--- config.mk ---
export PLATFORM = sky130hd
export DESIGN_NAME = sp_ram_arbiter
export DESIGN_NICKNAME = d
export VERILOG_FILES = /design/src/rtl/sp_ram_arbiter.sv
export SDC_FILE = /design/constraint.sdc
export NUM_CORES = 1
export LEC_CHECK = 0
export CORE_AREA = 5 5 86 88
export DETAILED_ROUTE_END_ITERATION = 12
export DIE_AREA = 0 0 91 93
export PLACE_DENSITY = 0.93
export SLEW_MARGIN = 40
export SYNTH_ARGS = -nofsm -noshare
export SYNTH_HDL_FRONTEND = slang
export SYNTH_SLANG_ARGS = --single-unit
export TNS_END_PERCENT = 10
--- constraint.sdc ---
create_clock -name clk -period 2.8 [get_ports clk]
set_input_delay 0.56 -clock clk [delete_from_list [all_inputs] [get_ports clk]]
set_output_delay 0.56 -clock clk [all_outputs]
set_load 0.02 [all_outputs]
--- src/rtl/sp_ram_arbiter.sv ---
// Two-requester round-robin arbiter in front of a single-port synchronous-read RAM.
// Optionally zero-fills the RAM after reset, then grants one requester per cycle.
//
// state   | meaning
// --------+-----------------------------------------------
// ST_INIT | zero-filling the RAM, one address per cycle
// ST_RUN  | arbitrating between requesters A and B
module sp_ram_arbiter #(
  parameter int ADDR_WIDTH    = 8,
  parameter int DATA_WIDTH    = 32,
  parameter int CLEAR_ON_INIT = 1
) (
  input  logic                  clk,
  input  logic                  rst,
  input  logic                  a_req,
  input  logic                  a_we,
  input  logic [ADDR_WIDTH-1:0] a_addr,
  input  logic [DATA_WIDTH-1:0] a_wdata,
  output logic                  a_gnt,
  output logic                  a_rvalid,
  output logic [DATA_WIDTH-1:0] a_rdata,
  input  logic                  b_req,
  input  logic                  b_we,
  input  logic [ADDR_WIDTH-1:0] b_addr,
  input  logic [DATA_WIDTH-1:0] b_wdata,
  output logic                  b_gnt,
  output logic                  b_rvalid,
  output logic [DATA_WIDTH-1:0] b_rdata,
  output logic                  ram_we,
  output logic [ADDR_WIDTH-1:0] ram_addr,
  output logic [DATA_WIDTH-1:0] ram_din,
  input  logic [DATA_WIDTH-1:0] ram_dout,
  output logic                  init_done
);

  localparam int DEPTH = 1 << ADDR_WIDTH;

  localparam logic [0:0] ST_INIT  = 1'b0;
  localparam logic [0:0] ST_RUN   = 1'b1;
  localparam logic [0:0] ST_RESET = (CLEAR_ON_INIT != 0) ? ST_INIT : ST_RUN;

  // One extra counter bit so the last address is reached without wrapping to 0.
  localparam logic [ADDR_WIDTH:0] FILL_LAST = (ADDR_WIDTH + 1)'(DEPTH - 1);

  logic [0:0]          state;
  logic [ADDR_WIDTH:0] fill_cnt;
  logic                favour_b;
  logic                run;
  logic                fill_last;

  assign run       = (state == ST_RUN);
  assign fill_last = (fill_cnt == FILL_LAST);

  assign a_gnt = run & a_req & (~b_req | ~favour_b);
  assign b_gnt = run & b_req & (~a_req |  favour_b);

  assign a_rdata = ram_dout;
  assign b_rdata = ram_dout;

  always_comb begin
    ram_we   = 1'b0;
    ram_addr = '0;
    ram_din  = '0;
    if (!run) begin
      ram_we   = 1'b1;
      ram_addr = fill_cnt[ADDR_WIDTH-1:0];
    end else if (a_gnt) begin
      ram_we   = a_we;
      ram_addr = a_addr;
      ram_din  = a_wdata;
    end else if (b_gnt) begin
      ram_we   = b_we;
      ram_addr = b_addr;
      ram_din  = b_wdata;
    end
  end

  always_ff @(posedge clk or negedge rst) begin
    if (!rst) begin
      state     <= ST_RESET;
      fill_cnt  <= '0;
      favour_b  <= 1'b0;
      a_rvalid  <= 1'b0;
      b_rvalid  <= 1'b0;
      init_done <= 1'b0;
    end else begin
      a_rvalid  <= a_gnt & ~a_we;
      b_rvalid  <= b_gnt & ~b_we;
      init_done <= run | fill_last;
      if (a_gnt) begin
        favour_b <= 1'b1;
      end else if (b_gnt) begin
        favour_b <= 1'b0;
      end
      if (!run) begin
        fill_cnt <= fill_cnt + 1'b1;
        if (fill_last) begin
          state <= ST_RUN;
        end
      end
    end
  end

endmodule

Word level (Yosys, flattened, before mapping)
Index checks and enable logic that the tools add are counted.
W data, S select, Z words.
{ "word_totals": {"ff_bits": 14, "out_inout_bits": 110} }
{ "classes": {"n_addsub": 1, "eq_ne": 1, "muxes": 13, "bitwise": 14, "n_reduce_logical": 1} }
{ "op_table": {"columns": ["cell", "n"], "rows": [
  ["$mux W32", 3],
  ["$mux W8", 3],
  ["$add A9 B1 Y9 const B", 1],
  ["$eq A9 B8 Y1 const B", 1],
  ["$mux W1", 7],
  ["$and A1 B1 Y1", 6],
  ["$not A1 Y1", 5],
  ["$or A1 B1 Y1", 3],
  ["$reduce_bool A2 Y1", 1]
]} }

Depth between registers and ports, before layout
{ "depth": {"depth_word": 6, "depth_mapped": 5, "depth_no_buf": 5} }

Least setup slack after synthesis
No wires, ideal clock.
{ "synth_path": {"path_type": "reg-to-output", "from": "register, netlist name init_done", "to": "output port ram_addr[2]", "arrival_time_ns": 1.455, "required_ns": 2.240, "path_slack_ns": 0.785, "path_stages_with_launch": 6, "n_path_buf": 3, "cell_sequence": "dfrtp_1 -> buf_2 -> and3_4 -> buf_6 -> buf_6 -> a221o_1"} }
{ "synth_lines": {"columns": ["element", "line", "text"], "rows": [
  ["end, declared", "30", "output logic [ADDR_WIDTH-1:0] ram_addr,"]
]} }

Worst setup path in the final report
{ "layout_path": {"from": "input port b_req", "to": "output port ram_addr[3]"} }
{ "layout_between": {"elab_chain_len": 5, "word_cells_on_any_way": 8} }
{ "layout_rtl": {"columns": ["element", "line", "text"], "rows": [
  ["start, declared", "22", "input logic b_req,"],
  ["$and A1 B1 Y1 or $not A1 Y1 (tied branches)", "55, 54", null],
  ["$and A1 B1 Y1 or $or A1 B1 Y1 (tied branches)", "55, 54", null],
  ["$mux W8 or $and A1 B1 Y1 (tied branches)", "71, 54", null],
  ["$mux W8 *", "67", "end else if (a_gnt) begin"],
  ["$mux W8 *", "64", "if (!run) begin"]
]} }
Every way passes the cells marked *; elsewhere a longest branch is shown, timed or not.

==> metrics.cfg <==
[placed_design]
place_congestion=0.797
dp_worst_setup_slack_ns=-0.199
dp_cells=315
dp_hpwl_mm=5.25
port_buffers=131
postPlaceCellArea_sq_um=2480

[pwr]
p_per_area_nw_per_um2=195
leakage_nw=1.16
irDropWorstVdd_v=0.000315

[global_routing]
grt_pass1_wl_mm=9.11
track_usage_pct=13.6
grt_max_degree=27
grt_pass1_vias=1553
antenna_found_initial=0
grt_overflow_total=0

[floorplan]
die_area_sq_um=8460
start_util_pct=23.5
die_y_um=93
top_level_ports=228
die_width_um=91
rows=30
core-area_sq_um=6570

[setup_path]
arrival_ns=1.85
required_ns=2.24
path_max_fanout=22
cp-start-kind=input port
cp-end-kind=output pin
crit_type=input port to output pin

[cts]
cts_made_buffers=3
clock_latency_ns=0.24
clockBufferDepth=2
cts.sinks=13
h-tree-depth=1
clkTransAtPathRegs_ns=0.05
cts_hold_buf=0
cts_tree=yes
cts-root-buf=clkbuf_8

[sta]
fin_crit_sh_pct=85.9
timing.final.ws_setup_ns=0.395
rsz0062_at_grt=no
worstMarginPinSlew_ns=0.589
fin_crit_ns=2.41
max_slew_margin_pct=60.6
slew_violations=0
timing.fmax_mhz=416
finClkSkew_ns=0.00154
finalHoldViolCount=0
setup_viol=0
tns_ns=0

[synthesis]
ys_ff_latch=13
yosysWarnings=0
syn-cell-area_sq_um=1540
synth_cell_types=26
synth_fp_nets=293
seq_area_frac_synth_pct=21.1
avgSynthCellArea_sq_um=8.92
syn_inst=173

[final_layout]
final_cell_mix=88 x clkdlybuf4s50_1, 39 x dlygate4sd2_1, 32 x a22o_1, 13 x dfrtp_1, 9 x nor2b_1
fin_area_sq_um=2480
final_nets=360
final_common_cell=clkdlybuf4s50_1
antenna_cells=0
fillers=696
stdcell_count=319
syn2layout_area_growth_pct=61.1
drive_gt1_share_pct=6.28

[routing]
drc=0
routedWlPerCell_um=19.6
firstDrtPassIters=4
drt_iter0_drc=26
via_per_inst=4.67
wl_mm=6.26
ant_nets=0
num_vias=1490

[flow_run]
drv_cap=0

[run_status]
status=completed

[min_path]
min_path_type=register to register

[logic make-up after synthesis]
group | count (synthesis) | share of synthesized area, %
AO/OA/AOI/OAI | 42 | 24.1
XOR/XNOR | 7 | 3.97
adder cells (fa/ha/maj) | 2 | 1.62
buffers and inverters | 78 | 36.7
flip-flops | 13 | 21.1
multiplexers | 2 | 1.38
AND/OR/NAND/NOR | 29 | 11.1
[synthesized netlist by cell type (all sizes together)]
library cell | n | area [sq um]
a21oi | 1 | 5.00
a22o | 32 | 280
mux2i | 1 | 10.0
nand3 | 6 | 30.0
a31oi | 1 | 6.26
xnor2 | 5 | 43.8
clkbuf | 1 | 5.00
ha | 2 | 25.0
nand2b | 2 | 12.5
and4 | 1 | 8.76
nand4 | 1 | 6.26
dfrtp | 13 | 325
xor2 | 2 | 17.5
inv | 2 | 7.51
nor2b | 9 | 56.3
nor2 | 3 | 11.3
or2 | 1 | 6.26
a221o | 8 | 80.1
nand4b | 1 | 8.76
mux2 | 1 | 11.3
and3 | 3 | 23.8
nand2 | 2 | 7.51
buf | 75 | 554
[critical path: stages]
cell and delay, ns:
dlymetal6s2s_1 0.15, nand2_1 0.09, and3_4 0.21, buf_12 0.15, a221o_1 0.35, dlygate4sd2_1 0.32
[path summary, 6_finish.rpt]
| kind | start | end | slack [ns] | cells past startpoint |
|---|---|---|---|---|
| max in group asynchronous | rst | fill_cnt[8] | 1.72 | 1 |
| setup reg to reg | fill_cnt[0] | init_done | 1.41 | 5 |
| setup / recovery | b_req | ram_addr[3] | 0.39 | 6 |
| min in group asynchronous | rst | a_rvalid | 0.69 | 1 |
| hold / removal | fill_cnt[6] | fill_cnt[6] | 0.51 | 1 |
| hold reg to reg | fill_cnt[6] | fill_cnt[6] | 0.51 | 1 |
[state kept, by name, summed over array words and instances, names as in the netlist]
name and cells:
fill_cnt 9, b_rvalid 1, init_done 1, favour_b 1
a_rvalid 1
[repair_timing]
| action | 4_1_cts | 5_1_grt |
|---|---|---|
| resized for setup | 40 | 3 |
| setup endpoints to repair | 40 | 8 |
| setup buffers | 0 | 0 |
[power by group]
part | internal, mW | switching [mW] | total (mW) | leakage [nW]
sequential | 0.188 | 0 | 0.188 | 0.167
combinational | 0.104 | 0.0253 | 0.130 | 0.965
clock | 0.0983 | 0.0688 | 0.167 | 0.0255
[area by class of cell]
class | instances | area [sq um] | share of cell area, %
timing repair buffer | 138 | 1360 | 54.5
multi-input combinational | 82 | 651 | 26.2
sequential | 13 | 325 | 13.1
tap | 80 | 100 | 4.03
clock buffer | 3 | 41.3 | 1.66
inverter | 2 | 7.51 | 0.302
clock inverter | 1 | 5.00 | 0.201
[stage by stage]
step                      utilization [%]  power, mW  hold slack (ns)
after floorplan                         -      0.327            0.264
after global placement               37.8      0.320            0.479
after detailed placement             37.8      0.322            0.505
after CTS                            37.7      0.492            0.518
after global routing                 37.8      0.508            0.538
final                                37.8      0.485            0.507
[layer usage]
metal / up-vias / global-route usage [%] / part of all wire [%]
li1: 684 / - / -
met1: 669 / 13.6 / 34
met2: 129 / 25.3 / 52
met3: 8 / 6.19 / 12
met4: 0 / 3.79 / 1.3
met5: - / 0 / 0
Power figures use the tool's default switching activity.
==> RTL edit 1 (same flow settings) <==
Make the reset (`rst`) synchronous in one clocked block.
--- a/src/rtl/sp_ram_arbiter.sv
+++ b/src/rtl/sp_ram_arbiter.sv
@@ -77,3 +77,3 @@
 
-  always_ff @(posedge clk or negedge rst) begin
+  always_ff @(posedge clk) begin
     if (!rst) begin
Function: differs if rst is asserted again (counterexample within 4 cycles, from zero or initial values and one cycle with rst low); with rst held inactive, the same outputs for 10 cycles.
==> RTL edit 1 against the unedited design <==
Area after synthesis grew 1.5%. Largest cell class unchanged. Sequential cell count is the same. Total power up 6.9%. Design area rose by 1.9%. Critical path depth down 1. Critical path type unchanged. Wire length is 3.9% higher. Combinational power is 19% higher. Die area unchanged. Largest power group unchanged. Core utilization is 0.70 points higher. Synthesized cell count up 5.8%. Final cell count up 3.4%. Setup slack got worse by 0.33 ns.
==> RTL edit 1: results (changes against the unedited design) <==
worst path arrival time 2.17 ns (+0.32 ns); worst skew pair latency 0.24 ns (about the same); Slowest cell on crit path clkdlybuf4s50_1; Synthesis Warnings 0 (unchanged); GRT Total Usage 14.17% (+0.56 points); peak supply drop 0.1731 mV (-45%); Reg clk slew, reported paths approximately 0.06 ns; Adder-Cell Fraction of Synth Area 1.599% (-0.023 points); Syn Inst Count 183 (+5.8%); Main synth FF type dfxtp_1; Clock Skew 0.002328 ns (+0.0007919 ns); Placed Cells 326 (+3.5%); nets 371 (+3.1%); clock root buffer clkbuf_8; library cells used by synthesis 29 (+12%); Synth Net Count 303 (+3.4%); Synth area leaders buf_4 33%, a22o_1 18%, dfxtp_1 17%, a221o_1 5.8%, nor2b_1 3.6%; postcts setup bufs 0 (unchanged); synth cell count leaders 69 x buf_4, 32 x a22o_1, 13 x dfxtp_1, 9 x a221o_1, 9 x nor2b_1; Lkg Pwr 1.146 nW (-0.98%); drt wl/cell 19.71 um (+0.40%); measured slew at the worst slew-check pin 0.4078 ns (-0.1811 ns); largest family of logic cells by synthesized area buffers and inverters; H-tree levels 1 (unchanged); max reg flops 9 (unchanged); slowest stage delay, CP 0.61 ns (+0.26 ns); first-pass GRT wire length 9763 um (+7.2%); cts repair resizes 39 (-2.5%); Async S/R FF share, synth 0% (-100 points); cts bufs inserted 3 (unchanged); status finished clean; Crit path max-delay family buffers and inverters; Port Buf Inserts 131 (unchanged); antenna violations before repair 0 (unchanged); Ant. Diodes 0 (unchanged); grt total ovfl 0 (unchanged); XOR/XNOR share of the synthesized area 1.679% (-2.3 points); vias in the first global route 1653 (+6.4%); mux cell area share after synthesis 0.6395% (-0.74 points); GPL Wtd Cong 0.7886 (-1.1%); DRT Pass-1 Iters 4 (unchanged); HPWL Detailed 5410 um (+3.0%); Vias 1557 (+4.5%); Hold Buf Count CTS 0 (unchanged); Post-Layout Cell Count 330 (+3.4%); sequential-to-total area share from yosys stat 16.63% (-4.5 points); first-iteration detailed-routing DRC count 40 (+54%); layout cells sized above 1 6.400% (+0.12 points); Synth Area in Compound Gates 29.74% (+5.6 points); largest net degree at the start of global routing 23 (-15%); clk buf depth 2 (unchanged); critical-path maximum fanout 21 (-4.5%); Hold/Removal Path Class reg2reg
RTL edit 1: cell count changes after synthesis, moves of 3 or more:
cell / unedited run / this run
and2_1: 0 / 4
nand3_1: 6 / 2
dfrtp_1: 13 / 0
dfxtp_1: 0 / 13
a21boi_1: 0 / 3
buf_2: 8 / 4
o21ai_0: 0 / 4
buf_4: 64 / 69
or3_1: 0 / 3
RTL edit 1: final cells by class:
class,count,area [sq um]
timing repair buffer,138,1373
sequential,13,260.3
clock buffer,3,41.29
tap,80,100.1
fill,644,4038
multi-input combinational,92,740.7
clock inverter,1,5.005
inverter,3,11.26
RTL edit 1: stage by stage:
step	utilization (%)	total power [mW]	setup slack [ns]	setup TNS, ns	area, sq um
floorplan	-	0.3521	0.9205	0	1565
global placement	38.57	0.3569	-0.08318	-1.570	2534
detailed placement	38.57	0.3562	-0.1286	-3.284	2534
CTS	38.53	0.5237	0.06945	0	2531
global route	38.53	0.5394	0.02533	0	2531
finish	38.53	0.5185	0.06726	0	2531
RTL edit 1: power by group:
| group | leakage (nW) | internal [mW] | switching [mW] |
|---|---|---|---|
| clock network | 0.0255 | 0.0983 | 0.0697 |
| logic | 1.02 | 0.119 | 0.0370 |
| registers | 0.105 | 0.189 | 0.00628 |
RTL edit 1: routing by layer:
metal  track usage (%)  up-vias  share of wire (%)
li1                  -      729                  -
met1             17.04      711                 39
met2             23.86      113                 50
met3             6.114        4                 11
met4             2.200        0               0.38
met5                 0        -                  0
RTL edit 1: path summary, 6_finish.rpt:
check                           slack (ns)  cells after the start                      from                        to
worst max-delay path                  0.07                      5                     a_req                     a_gnt
worst min-delay path                  0.51                      2  fill_cnt[5]$_SDFFE_PN0N_  fill_cnt[5]$_SDFFE_PN0N_
worst max register to register        1.37                      6  fill_cnt[0]$_SDFFE_PN0N_  fill_cnt[8]$_SDFFE_PN0N_
worst min register to register        0.51                      2  fill_cnt[5]$_SDFFE_PN0N_  fill_cnt[5]$_SDFFE_PN0N_
RTL edit 1: cells by family (layout without fill, tap and decap cells):
family | Yosys count | count (layout)
XOR/XNOR | 3 | 3
multiplexers | 1 | 1
buffers and inverters | 78 | 145
adder cells (fa/ha/maj) | 2 | 2
AO/OA/AOI/OAI | 53 | 53
AND/OR/NAND/NOR | 33 | 33
flip-flops | 13 | 13
RTL edit 1: worst reg2reg max path, stage by stage, from the launching register on:
cell and delay, ns:
dfxtp_1 0.42, ha_1 0.26, nand3_1 0.09, nor2_1 0.12
ha_1 0.24, o21ai_0 0.13, and2_1 0.13
==> RTL edit 2 (same flow settings) <==
Without the edit above. The parameter `ADDR_WIDTH` goes from 8 to 9.
--- a/src/rtl/sp_ram_arbiter.sv
+++ b/src/rtl/sp_ram_arbiter.sv
@@ -8,3 +8,3 @@
 module sp_ram_arbiter #(
-  parameter int ADDR_WIDTH    = 8,
+  parameter int ADDR_WIDTH    = 9,
   parameter int DATA_WIDTH    = 32,
Ports: changed (resized a_addr, b_addr and ram_addr); port bits go from 228 to 231. The function was not compared with the original's and may differ.
==> RTL edit 2 against the unedited design <==
Sequential cell count increased by 1. Area after synthesis rose by 5.4%. Setup slack worse by 0.29 ns. Total power is 14% higher. Wire length is 0.75% higher. Via count increased by 8.3%. Design area grew 5.8%. Clock power grew 21%. Largest cell class unchanged.
==> RTL edit 2: results (changes against the unedited design) <==
status finished clean; peak supply drop 0.1509 mV (-52%); Syn Area/Cell 8.881 sq um (-0.40%); worst path arrival time 2.14 ns (+0.29 ns); Synthesis Warnings 0 (unchanged); Clock Skew 0.001010 ns (-0.0005258 ns); met2 usage 23.44% (-1.9 points); GPL Wtd Cong 0.7972 (about the same); Fill cells 657 (-5.6%); synth cell count leaders 67 x buf_4, 32 x a22o_1, 14 x dfrtp_1; slowest stage delay, CP 0.52 ns (+0.17 ns); Synth area leaders buf_4 31%, dfrtp_1 22%, a22o_1 17%, a32oi_1 3.8%, buf_6 3.5%; reg2reg start init_done$_DFF_PN0_; FF-to-FF path depth 4 (-1); clock root buffer clkbuf_8; first-pass GRT wire length 9197 um (+0.98%); WHS Endpoint fill_cnt[9]$_DFFE_PN0N_; Port Buf Inserts 134 (+2.3%); met2 wire length 3176 um (-3.2%); WHS 0.4894 ns (-0.01711 ns); measured slew at the worst slew-check pin 0.6378 ns (+0.04888 ns); Synth Net Count 304 (+3.8%); drt wl/cell 18.72 um (-4.6%); Post-Layout Cell Count 337 (+5.6%); Slowest cell on crit path clkdlybuf4s50_1; first-iteration detailed-routing DRC count 34 (+31%); GRT Total Usage 13.55% (-0.061 points); critical-path maximum fanout 28 (+27%); vias in the first global route 1672 (+7.7%); reg2reg end fill_cnt[9]$_DFFE_PN0N_; HPWL Detailed 5315 um (+1.2%); met3 Use GR 6.516% (+0.32 points); Lkg Pwr 1.226 nW (+5.9%); Hold/Removal Path Class reg2reg; metal3 WL 785 um (+4.2%); launch point of the worst hold path fill_cnt[9]$_DFFE_PN0N_; Placed Cells 333 (+5.7%); largest net degree at the start of global routing 29 (+7.4%); layout cells sized above 1 7.782% (+1.5 points); library cells used by synthesis 28 (+7.7%); R2R Setup Slk 1.32 ns (-0.09 ns); Vias 1613 (+8.3%); max reg flops 10 (+1); postcts setup bufs 0 (unchanged); M1 WL 2275 um (+6.2%); worst slack, placed -0.1697 ns (+0.02936 ns); routing usage on met1 14.78% (+1.2 points)
[RTL edit 2: kinds of logic after synthesis]
logic type | synth area share (%)
buffers and inverters | 35.33
adders and majority gates | 0.7697
DFF | 21.56
muxes | 0.6928
and+or+nand+nor | 9.931
AOI/OAI and AO/OA | 26.87
xor gates and xnor gates | 4.850
[RTL edit 2: area by class of cell]
type	instances	share of cell area, %
multi-input cells	94	26.94
clock buffers	4	2.094
repair buffers	145	53.83
well taps	80	3.808
flip-flops and latches	14	13.33
[RTL edit 2: worst register-to-register path, delay by kind of cell (launching register included)]
kind | cells | cell delay [ns]
XOR/XNOR | 1 | 0.17
buffers and inverters | 1 | 0.23
flip-flops | 1 | 0.44
AND/OR/NAND/NOR | 2 | 0.55
[RTL edit 2: per-stage QoR]
step,TNS [ns],util (%),area (sq um)
after global placement,-2.993,39.81,2615
after detailed placement,-4.533,39.81,2615
after global routing,0,40.02,2629
after CTS,0,39.90,2621
final,0,40.02,2629
after floorplan,0,-,1625
[RTL edit 2: what timing repair did]
action | CTS | global route
setup endpoints to repair | 39 | 3
pin swaps | 0 | 0
resized for setup | 39 | 3
[RTL edit 2: worst max-delay path by stage]
stage | endpoint | depth (start not counted) | from | slack, ns
3_3_place_gp | ram_din[0] | 6 | b_req | -0.15
3_5_place_dp | ram_din[0] | 6 | a_req | -0.17
2_1_floorplan | ram_din[23] | 6 | b_req | 0.70
4_1_cts | a_gnt | 5 | a_req | 0.002
6_report | ram_din[0] | 6 | a_req | 0.10
5_1_grt | ram_addr[7] | 7 | b_req | 0.04
[RTL edit 2: report_power, final]
part	internal (mW)	total [mW]	switching, mW
clock network	0.125	0.202	0.0772
logic	0.114	0.146	0.0323
registers	0.202	0.202	0
total	0.441	0.551	0.109
